**src/rtl/cpu_pkg.sv**
```systemverilog
// Shared types for the operand fetch sequencer.
//   fetch_state_t : sequencer states
//   OPC_*         : operand byte counts as carried on operand_count
package cpu_pkg;

  typedef enum logic [1:0] {
    IDLE     = 2'd0,
    FETCH_LO = 2'd1,
    FETCH_HI = 2'd2,
    DONE     = 2'd3
  } fetch_state_t;

  localparam logic [1:0] OPC_NONE = 2'd0;
  localparam logic [1:0] OPC_ONE  = 2'd1;
  localparam logic [1:0] OPC_TWO  = 2'd2;
  localparam logic [1:0] OPC_ILL  = 2'd3;

endpackage

```
**src/rtl/fetch_stall_timer.sv**
```systemverilog
// Stall watchdog for the operand fetch sequencer.
//   fclk    : clock
//   reset   : synchronous active-high reset
//   active  : sequencer is in a fetch state
//   ready   : bus RDY
//   expired : combinational, high in the stall cycle that brings the count
//             to TIMEOUT_CYCLES
module fetch_stall_timer #(
  parameter int TIMEOUT_CYCLES = 255,
  parameter int TMO_W          = 8
) (
  input  logic fclk,
  input  logic reset,
  input  logic active,
  input  logic ready,
  output logic expired
);

  logic [TMO_W-1:0] cnt_q, cnt_d;

  // Every state change out of a fetch state either passes through a
  // ready-high cycle or leaves the fetch states, so clearing on !active or
  // ready also covers the clear-on-state-change case.
  always_comb begin
    cnt_d = '0;
    if (active && !ready) cnt_d = cnt_q + TMO_W'(1);
  end

  always_ff @(posedge fclk) begin
    if (reset) cnt_q <= '0;
    else       cnt_q <= cnt_d;
  end

  assign expired = active && !ready && (cnt_q == TMO_W'(TIMEOUT_CYCLES - 1));

endmodule

```
**src/rtl/operand_fetch_sequencer.sv**
```systemverilog
// Operand fetch sequencer: after decode, loads operand bytes into the input
// data latch low byte first, honouring RDY and aborting on a long stall.
//   fclk, reset    : clock, synchronous active-high reset
//   start          : decoder pulse, accepted in IDLE or DONE
//   operand_count  : 0/1/2 operand bytes (3 = illegal), registered on accept
//   mem_ready      : bus byte valid this cycle
//   latch_clear    : clear input latch (accept or abort cycle)
//   latch_low_en   : load low byte
//   latch_high_en  : load high byte
//   pc_inc         : one per byte consumed
//   busy           : not IDLE
//   operands_done  : one-cycle pulse in DONE
//   bytes_fetched  : bytes loaded in current fetch, held until next accept
//   fetch_error    : one-cycle pulse on illegal count or stall timeout
module operand_fetch_sequencer
  import cpu_pkg::*;
#(
  parameter int TIMEOUT_CYCLES = 255,
  parameter int TMO_W          = 8
) (
  input  logic       fclk,
  input  logic       reset,
  input  logic       start,
  input  logic [1:0] operand_count,
  input  logic       mem_ready,
  output logic       latch_clear,
  output logic       latch_low_en,
  output logic       latch_high_en,
  output logic       pc_inc,
  output logic       busy,
  output logic       operands_done,
  output logic [1:0] bytes_fetched,
  output logic       fetch_error
);

  fetch_state_t state_q, state_d;
  logic [1:0]   count_q, count_d;
  logic [1:0]   bytes_q, bytes_d;
  logic         accept, fetching, expired;

  assign accept   = start && (state_q == IDLE || state_q == DONE);
  assign fetching = (state_q == FETCH_LO) || (state_q == FETCH_HI);

  fetch_stall_timer #(
    .TIMEOUT_CYCLES (TIMEOUT_CYCLES),
    .TMO_W          (TMO_W)
  ) u_timer (
    .fclk    (fclk),
    .reset   (reset),
    .active  (fetching),
    .ready   (mem_ready),
    .expired (expired)
  );

  // State register plus registered count and byte counter
  always_ff @(posedge fclk) begin
    if (reset) begin
      state_q <= IDLE;
      count_q <= OPC_NONE;
      bytes_q <= 2'd0;
    end else begin
      state_q <= state_d;
      count_q <= count_d;
      bytes_q <= bytes_d;
    end
  end

  // Next-state
  always_comb begin
    state_d = state_q;
    count_d = count_q;
    bytes_d = bytes_q;
    case (state_q)
      IDLE, DONE: begin
        state_d = IDLE;
        if (accept) begin
          count_d = operand_count;
          bytes_d = 2'd0;
          case (operand_count)
            OPC_NONE:         state_d = DONE;
            OPC_ONE, OPC_TWO: state_d = FETCH_LO;
            default:          state_d = IDLE;
          endcase
        end
      end
      FETCH_LO: begin
        if (expired) state_d = IDLE;
        else if (mem_ready) begin
          bytes_d = 2'd1;
          state_d = (count_q == OPC_TWO) ? FETCH_HI : DONE;
        end
      end
      FETCH_HI: begin
        if (expired) state_d = IDLE;
        else if (mem_ready) begin
          bytes_d = 2'd2;
          state_d = DONE;
        end
      end
      default: state_d = IDLE;
    endcase
  end

  // Outputs; strobes are Mealy on mem_ready and suppressed on an abort cycle
  always_comb begin
    latch_clear   = accept || expired;
    latch_low_en  = (state_q == FETCH_LO) && mem_ready && !expired;
    latch_high_en = (state_q == FETCH_HI) && mem_ready && !expired;
    pc_inc        = latch_low_en || latch_high_en;
    busy          = (state_q != IDLE);
    operands_done = (state_q == DONE);
    fetch_error   = (accept && operand_count == OPC_ILL) || expired;
    bytes_fetched = bytes_q;
  end

endmodule
```
**config.mk**
```make
export PLATFORM = sky130hd
export DESIGN_NAME = operand_fetch_sequencer
export DESIGN_NICKNAME = d
export VERILOG_FILES = /design/src/rtl/cpu_pkg.sv /design/src/rtl/fetch_stall_timer.sv /design/src/rtl/operand_fetch_sequencer.sv
export SDC_FILE = /design/constraint.sdc
export NUM_CORES = 1
export LEC_CHECK = 0
export BUFFER_PORTS_ARGS = -buffer_cell sky130_fd_sc_hd__buf_4
export CORE_ASPECT_RATIO = 1.2
export CORE_MARGIN = 5
export CORE_UTILIZATION = 47
export CTS_CLUSTER_DIAMETER = 100
export DETAILED_ROUTE_END_ITERATION = 16
export GPL_ROUTABILITY_DRIVEN = 0
export MAX_ROUTING_LAYER = met4
export PLACE_DENSITY_LB_ADDON = 0.1
export SYNTH_ARGS = -nofsm -noshare
export SYNTH_HDL_FRONTEND = slang
export SYNTH_SLANG_ARGS = --single-unit
```
**constraint.sdc**
```tcl
create_clock -name fclk -period 1.6 [get_ports fclk]
set_input_delay 0.16 -clock fclk [delete_from_list [all_inputs] [get_ports fclk]]
set_output_delay 0.16 -clock fclk [all_outputs]
set_load 0.03 [all_outputs]
```
### Word-level counts from Yosys, hierarchy flattened

Cells that the tools add are included.

* bitwise logic cells: 1
* muxes and demuxes: 14
* equal/unequal tests: 15
* add/sub/neg operators: 1
* reduce and logical (&&, ||, !) cells: 24

Operators with widths (number)
* $mux 2: 10
* $pmux 2 s3: 2
* $eq 2x2->1 const B: 5
* $ne 2x2->1 const B: 5
* $add 8x1->8 const B: 1
* $eq 8x8->1 const B: 1
* $logic_and 1x1->1: 8
* $ne 3x3->1 const B: 2
* $reduce_or 2->1: 3
* $logic_or 1x1->1: 5
* $reduce_and 5->1: 1
* $eq 2x1->1 const B: 2
* $logic_not 2->1: 2
* $pmux 2 s2: 1
* $reduce_and 2->1: 2
* $logic_not 1->1: 2
* $reduce_bool 2->1: 1
* $mux 1: 1
* $not 1->1: 1

* output and inout bits: 9
* register bits: 14
* input port bits: 6
* word-level logic and storage cells: 59

### Depth between registers and ports, before layout

Gate-level depths: netlist of run 1.

* depth in word-level cells: 7
* depth in mapped cells: 5
* mapped depth without buffers: 5

### Hierarchy

Synthesis of run 1 repeated with hierarchy kept, for this count alone.

* cells, all modules: 90
* area total of the unflattened synthesis: 792.0 um^2

Modules (own cells, without submodules)
* operand_fetch_sequencer: sequential area each 120.1 um^2, instances 1, area each 445.4 um^2, cells an instance 51
* fetch_stall_timer: sequential area each 160.2 um^2, instances 1, area each 346.6 um^2, cells an instance 39

### Worst setup path before layout of run 1

No wires, ideal clock.

* path kind: register to output
* start point: reg state_q[0]
* end point: out fetch_error
* arrival time: 1671 ps
* setup slack: -231 ps
* path buffers: 0
* data required time: 1440 ps
* cell stages (with the launch flop): 5
* path through: dfxtp_1 -> inv_1 -> ha_1 -> nand2b_1 -> o21ai_0

* word-level cells in the longest chain between the ends: 5
* elaborated cells between the ends (all ways): 11
* those cells by class: 3 x eq/ne; 8 x reduce/logical

RTL lines
* from (decl): line operand_fetch_sequencer.sv:36 `fetch_state_t state_q, state_d;`
* from (signal assigned): line operand_fetch_sequencer.sv:62 `state_q <= state_d;`
* $eq 2x2->1 (tied with other cells): line operand_fetch_sequencer.sv:41 `assign accept = start && (state_q == IDLE || state_q == DONE);`
* $logic_or 1x1->1 (on tied branches): line operand_fetch_sequencer.sv:41, operand_fetch_sequencer.sv:42
* $logic_and 1x1->1 (on tied branches): line operand_fetch_sequencer.sv:41, fetch_stall_timer.sv:34
* $logic_and 1x1->1 (on tied branches): line operand_fetch_sequencer.sv:112, fetch_stall_timer.sv:34
* $logic_or 1x1->1 *: line operand_fetch_sequencer.sv:112 `fetch_error = (accept && operand_count == OPC_ILL) || expired;`
* to (decl): line operand_fetch_sequencer.sv:33 `output logic fetch_error`

Mark *: on every way between the ends. The rest lies on a longest branch, timed or not.

### Worst setup path after layout of run 1

* start point: reg state_q[0]
* end point: out pc_inc

* word-level cells in the longest chain between the ends: 7
* elaborated cells between the ends (all ways): 11
* those cells by class: 2 x eq/ne; 9 x reduce/logical

RTL lines
* $eq 2x1->1 or $eq 2x2->1 (tied branches): line operand_fetch_sequencer.sv:42, operand_fetch_sequencer.sv:107, operand_fetch_sequencer.sv:108
* $logic_or 1x1->1: line operand_fetch_sequencer.sv:42 `assign fetching = (state_q == FETCH_LO) || (state_q == FETCH_HI);`
* $logic_and 1x1->1 (2 in series): line fetch_stall_timer.sv:34 `assign expired = active && !ready && (cnt_q == TMO_W'(TIMEOUT_CYCLES - 1));`
* $logic_not 1->1: line operand_fetch_sequencer.sv:107, operand_fetch_sequencer.sv:108
* $logic_and 1x1->1 (on tied branches): line operand_fetch_sequencer.sv:107, operand_fetch_sequencer.sv:108
* $logic_or 1x1->1 *: line operand_fetch_sequencer.sv:109 `pc_inc = latch_low_en || latch_high_en;`
* to (decl): line operand_fetch_sequencer.sv:29 `output logic pc_inc,`

Marked as above.

==> impl_metrics.env, run 1 <==
export IMPL_cts_buffer_depth=2
export IMPL_ys_seq_area_frac=0.3715
export IMPL_report_final_hold_viol_count=0
export IMPL_post_dp_hpwl_mm=1.184
export IMPL_synth_seq_cells=14
export IMPL_critPathCaptureType="output pin"
export IMPL_die_w_microns=46.58
export IMPL_vias=666
export IMPL_fin_ws_ns=-0.04755
export IMPL_clock_sinks=14
export IMPL_fin_crit_sh=1.030
export IMPL_grt_pass1_vias=664
export IMPL_clk_pin_slew_ns=0.08
export IMPL_cp_data_required_time_ns=1.44
export IMPL_htreeDepth=1
export IMPL_start_util=0.5089
export IMPL_drv_slew=0
export IMPL_rsz0062_at_grt="true"
export IMPL_path_max_fanout=4
export IMPL_p_leak_nw=0.4354
export IMPL_syn_cell_area_sq_um=754.5
export IMPL_critical_path_class="flop to output pin"
export IMPL_ir_worst_vdd_uv=608.6
export IMPL_synth_warnings=0
export IMPL_synth_avg_cell_area_sq_um=8.982
export IMPL_grt_antenna_before_repair=0
export IMPL_clock_tree_root_cell="clkbuf_4"
export IMPL_wirelength_mm=1.640
export IMPL_io_pins=15
export IMPL_drt_initial_drc_count=7
export IMPL_pwr_density_cell_nw_per_um2=989.8
export IMPL_num_nets_final=122
export IMPL_rows=15
export IMPL_yosysTopAreaCell="dfxtp_1"
export IMPL_coreArea_sq_um=1483
export IMPL_postCtsHoldBufs=0
export IMPL_fin_crit_ns=1.648
export IMPL_globalRouteOverflowTotal=0
export IMPL_syn_instance_count=84
export IMPL_synth_edff_count=0
export IMPL_die_h_microns=53.89
export IMPL_cts_made_buffers=3
export IMPL_drtAntennaViolNets=0
export IMPL_max_slew_margin=0.7800
export IMPL_async_flop_share=0
export IMPL_cap_violations=0
export IMPL_yosys_cell_types_count=30
export IMPL_synth_top_area_frac=0.3715
export IMPL_finalSetupViolations=3
export IMPL_finClkSkew_ns=0.006303
export IMPL_crit_arrival_ns=1.49
export IMPL_dieArea_sq_um=2510
export IMPL_synthFlopType="dfxtp_1"
export IMPL_cts_tree="built"
export IMPL_wl_per_cell_microns=13.12
export IMPL_grt_pass1_wl_mm=2.691
export IMPL_hold_path_class="input pin to flop"
export IMPL_drive_gt1_frac=0.4074
export IMPL_clkLatencyLatePin_ns=0.29
export IMPL_routed_via_density=5.328
export IMPL_worstSetupStartpointType="flop"
export IMPL_violations="negative setup slack"
export IMPL_dr_pass1_iters=4
export IMPL_antenna_cells=0
export IMPL_area_delta_synth_final_pct=41.62
export IMPL_dp_slack_ns=0.02709
export IMPL_grt_max_degree=9
export IMPL_worst_pin_slew_ns=0.3301
export IMPL_fin_util=0.7207
export IMPL_drc=0
export IMPL_io_buffers=14
export IMPL_syn_nets=97
export IMPL_outcome="finished, violations left"
export IMPL_synth_top_cells_by_area="dfxtp_1 37%, ha_1 12%, a21oi_1 4.6%, a2111oi_2 4.0%, nand2_1 3.5%"
export IMPL_fmax_ghz=0.6070
export IMPL_grt_use_total=0.1545
synth_stat cells, types with 2 or more instances:
cell type  instances
nor2_1             7
and2_1             2
dfxtp_1           14
nand2_1            7
inv_1              4
or3b_1             2
nand3_1            5
a2111oi_2          2
xor2_1             2
nand2b_1           2
ha_1               7
a21oi_1            7
or2_2              2
o21ai_0            5
cells by family (layout without fill, tap and decap cells):
kind of cell / after synthesis / in the layout / share of synthesized area
compound gates: 19 / 19 / 0.1741
xor+xnor: 3 / 3 / 0.03483
fa+ha+maj: 7 / 7 / 0.1161
buf+inv: 6 / 30 / 0.03482
flops: 14 / 14 / 0.3715
simple gates: 35 / 35 / 0.2687
sequential cells by signal (all words and copies together) (netlist names):
signal and count:
count_q 2, u_timer.cnt_q 8, state_q 2, bytes_fetched 2
critical path, cell delays in order, from the launching register on:
cell and delay [ns]:
dfxtp_2 0.36, inv_4 0.05, buf_12 0.12, ha_4 0.15, and2_1 0.14, or2_4 0.24
buf_6 0.13
worst paths after layout:
kind	startpoint	to	slack (ns)	depth (start not counted)
worst min-delay path	reset	bytes_fetched[1]	0.11	2
worst max-delay path	state_q[0]	pc_inc	-0.05	6
worst min register to register	u_timer.cnt_q[0]	u_timer.cnt_q[0]	0.45	1
worst max register to register	state_q[1]	bytes_fetched[1]	0.06	6
what timing repair did:
| action | 4_1_cts | 5_1_grt |
|---|---|---|
| resized for setup | 18 | 4 |
| endpoints found under the setup margin | 3 | 5 |
| buffers inserted | 2 | 2 |
| pin swaps | 3 | 1 |
per-stage QoR:
| step | power [W] | setup TNS (ns) | instances | hold WS, ns | instance area, sq um |
|---|---|---|---|---|---|
| global route | 0.001123 | -0.3619 | 125 | 0.09538 | 1069 |
| floorplan | 0.0005891 | 0 | 84 | 0.2291 | 758.2 |
| CTS | 0.001025 | -0.1114 | 123 | 0.08468 | 1021 |
| detailed placement | 0.0006952 | 0 | 117 | 0.3970 | 899.6 |
| finish | 0.001058 | -0.1300 | 125 | 0.1064 | 1069 |
| global placement | 0.0006908 | 0 | 117 | 0.3989 | 899.6 |
metal layers:
layer	routed length [microns]	track usage
met5	0	-
met4	23	0.07109
met3	84	0.03010
met2	865	0.2821
met1	666	0.1529
cells in the final DEF (no fill, tap or decap), types with 2 or more instances in the layout:
master	instances
a21oi_1	6
buf_4	16
buf_6	4
clkbuf_4	3
dfxtp_1	11
dfxtp_2	2
ha_1	4
ha_4	3
inv_1	2
inv_4	2
nand2_1	7
nand2b_1	2
nand3_1	4
nor2_1	7
o21ai_0	4
or3b_1	2
xor2_1	2
cell type report:
class                      instances  area (sq um)
inverter                           5         23.77
timing repair buffer              21         185.2
tap                               17         21.27
multi-input combinational         64         515.5
clock buffer                       4         36.28
sequential                        14         286.5
fill                             117         414.1
power by group:
group,internal [W],switching [W]
clock,0.000139,0.000122
combinational,0.000199,0.000209
sequential,0.000372,0.0000169
total,0.000709,0.000348
Power figures use the tool's default switching activity.
==> run 2: changes to the inputs <==
--- a/config.mk
+++ b/config.mk
@@ -16,2 +16,3 @@
 export PLACE_DENSITY_LB_ADDON = 0.1
+export SKIP_CTS_REPAIR_TIMING = 1
 export SYNTH_ARGS = -nofsm -noshare
==> constraint.sdc (replaced) <==
create_clock -name fclk -period 1.6 [get_ports fclk]
set_input_delay 0.24 -clock fclk [delete_from_list [all_inputs] [get_ports fclk]]
set_output_delay 0.24 -clock fclk [all_outputs]
set_load 0.03 [all_outputs]
==> run 2 against run 1 <==
Effect of this change: the run still ends with negative setup slack left; critical path type unchanged; clock-buffer cell count is the same; cell count shrank 1.6%; final area shrank 6.4%; largest cell class unchanged; flip-flop and latch count is the same; die area is the same; clock skew is essentially flat; core utilization shrank 4.6 points.
==> impl_metrics.env, run 2 (synthesis gave the netlist of run 1 again) <==
export IMPL_drc=0
export IMPL_drtAntennaViolNets=0
export IMPL_p_sw_w=0.0003237
export IMPL_clkLatencyLatePin_ns=0.28
export IMPL_startpoint="state_q[0]"
export IMPL_fin_crit_ns=1.733
export IMPL_outcome="finished, violations left"
export IMPL_dr_pass1_iters=2
export IMPL_critical_path_max_stage_delay_ns=0.34
export IMPL_pwr_density_cell_nw_per_um2=1003
export IMPL_p_total_w=0.001003
export IMPL_fmax_ghz=0.5769
export IMPL_dpl_cell_area_sq_um=907.1
export IMPL_wl_per_cell_microns=12.72
export IMPL_coreArea_sq_um=1483
export IMPL_routed_via_density=5.528
export IMPL_worstSetupStartpointType="flop"
export IMPL_cts_buffer_depth=2
export IMPL_finClkSkew_ns=0.006756
export IMPL_globalRouteOverflowTotal=0
export IMPL_fin_crit_sh=1.083
export IMPL_clock_sinks=14
export IMPL_rsz0062_at_grt="true"
export IMPL_p_seq_frac=0.383
export IMPL_switching_share=0.3227
export IMPL_worst_path_max_delay_cell="dfxtp_2"
export IMPL_worst_pin_slew_ns=0.2743
export IMPL_crit_family="simple AND/OR/NAND/NOR gates"
export IMPL_htreeDepth=1
export IMPL_regToRegSetupSlack_ns=0.16
export IMPL_report_final_hold_viol_count=0
export IMPL_crit_chain="inv_2, ha_4, and4b_1, nand3_2, nand2_1, buf_6"
export IMPL_p_leak_nw=0.4133
export IMPL_finalSetupViolations=3
export IMPL_stdcell_area_sq_um=999.7
export IMPL_p_clk_frac=0.257
export IMPL_drive_gt1_frac=0.3679
export IMPL_critPathCaptureType="output pin"
export IMPL_regMostFlops="u_timer.cnt_q"
export IMPL_largest_reg_flops=8
export IMPL_grt_pass1_wl_mm=2.780
export IMPL_use_met1=0.1559
export IMPL_dieArea_sq_um=2510
export IMPL_use_met2=0.2867
export IMPL_clock_tree_root_cell="clkbuf_4"
export IMPL_critical_path_class="flop to output pin"
export IMPL_io_buffers=14
export IMPL_path_max_fanout=6
export IMPL_max_slew_margin=0.8168
export IMPL_start_util=0.5089
export IMPL_drt_initial_drc_count=1
export IMPL_mostFrequentLayoutCell="buf_4"
export IMPL_wirelength_mm=1.564
export IMPL_r2r_start="state_q[0]"
export IMPL_crit_arrival_ns=1.49
export IMPL_cp_data_required_time_ns=1.36
export IMPL_cp_num_buf_inv=2
export IMPL_hold_path_class="input pin to flop"
export IMPL_clk_pin_slew_ns=0.09
export IMPL_grt_util_met3=0.03344
export IMPL_pwr_share_comb=0.360
export IMPL_die_w_microns=46.58
export IMPL_top_usage_layer="met2"
export IMPL_antenna_cells=0
export IMPL_grt_use_total=0.1618
export IMPL_ir_worst_vdd_uv=600.9
export IMPL_rows=15
export IMPL_num_nets_final=120
export IMPL_final_cell_mix="16 x buf_4, 12 x dfxtp_1, 7 x nand2_1, 7 x nor2_1, 7 x a21oi_1"
export IMPL_vias=680
export IMPL_fin_ws_ns=-0.1333
export IMPL_grt_max_degree=9
export IMPL_post_dp_hpwl_mm=1.234
export IMPL_grt_antenna_before_repair=0
export IMPL_drv_slew=0
export IMPL_violations="negative setup slack"
export IMPL_die_h_microns=53.89
export IMPL_io_pins=15
export IMPL_cap_violations=0
export IMPL_worstHoldStart="reset"
export IMPL_grt_pass1_vias=710
export IMPL_cts_tree="built"
export IMPL_intPower_w=0.0006793
export IMPL_area_delta_synth_final_pct=32.50
export IMPL_cts_made_buffers=3
run 2: changes by cell type in the layout (fill, tap and decap cells not counted), sizes merged:
cell	before	now
buf	21	19
run 2: power groups by stage:
| stage | registers (W) | clock network, W | logic (W) |
|---|---|---|---|
| global placement | 0.000388 | 0 | 0.000309 |
| CTS | 0.000381 | 0.000267 | 0.000318 |
| global route | 0.000387 | 0.000287 | 0.000401 |
| finish | 0.000384 | 0.000258 | 0.000361 |
| detailed placement | 0.000389 | 0 | 0.000317 |
| floorplan | 0.000397 | 0 | 0.000193 |
run 2: metrics by stage:
stage | util | setup slack (ns) | instances | hold slack, ns | setup TNS, ns
2_1_floorplan | - | 0.04272 | 84 | 0.3091 | 0
4_1_cts | 0.6363 | -0.3141 | 122 | 0.1722 | -0.8316
3_3_place_gp | 0.6118 | 0.06898 | 118 | 0.4466 | 0
5_1_grt | 0.6743 | -0.2322 | 123 | 0.1768 | -0.5966
6_report | 0.6743 | -0.1333 | 123 | 0.1790 | -0.3472
3_5_place_dp | 0.6118 | 0.01795 | 118 | 0.4539 | 0
run 2: worst paths after layout:
kind / cells after the start / to
hold / removal: 2 / count_q[1]
setup / recovery: 6 / latch_clear
setup reg to reg: 5 / bytes_fetched[1]
hold reg to reg: 2 / count_q[1]
run 2: cell type report:
| class | count | area (sq um) |
|---|---|---|
| multi-input cells | 64 | 486.7 |
| fillers | 134 | 483.0 |
| flip-flops and latches | 14 | 282.8 |
| repair buffers | 19 | 153.9 |
| clock buffers | 4 | 36.28 |
| well taps | 17 | 21.27 |
| inverters | 5 | 18.77 |
run 2: per-layer routing:
layer / vias to the layer above / routed length, microns
met1: 326 / 554
met2: 12 / 876
met3: 4 / 96
met4: 0 / 36
met5: - / 0
li1: 338 / -
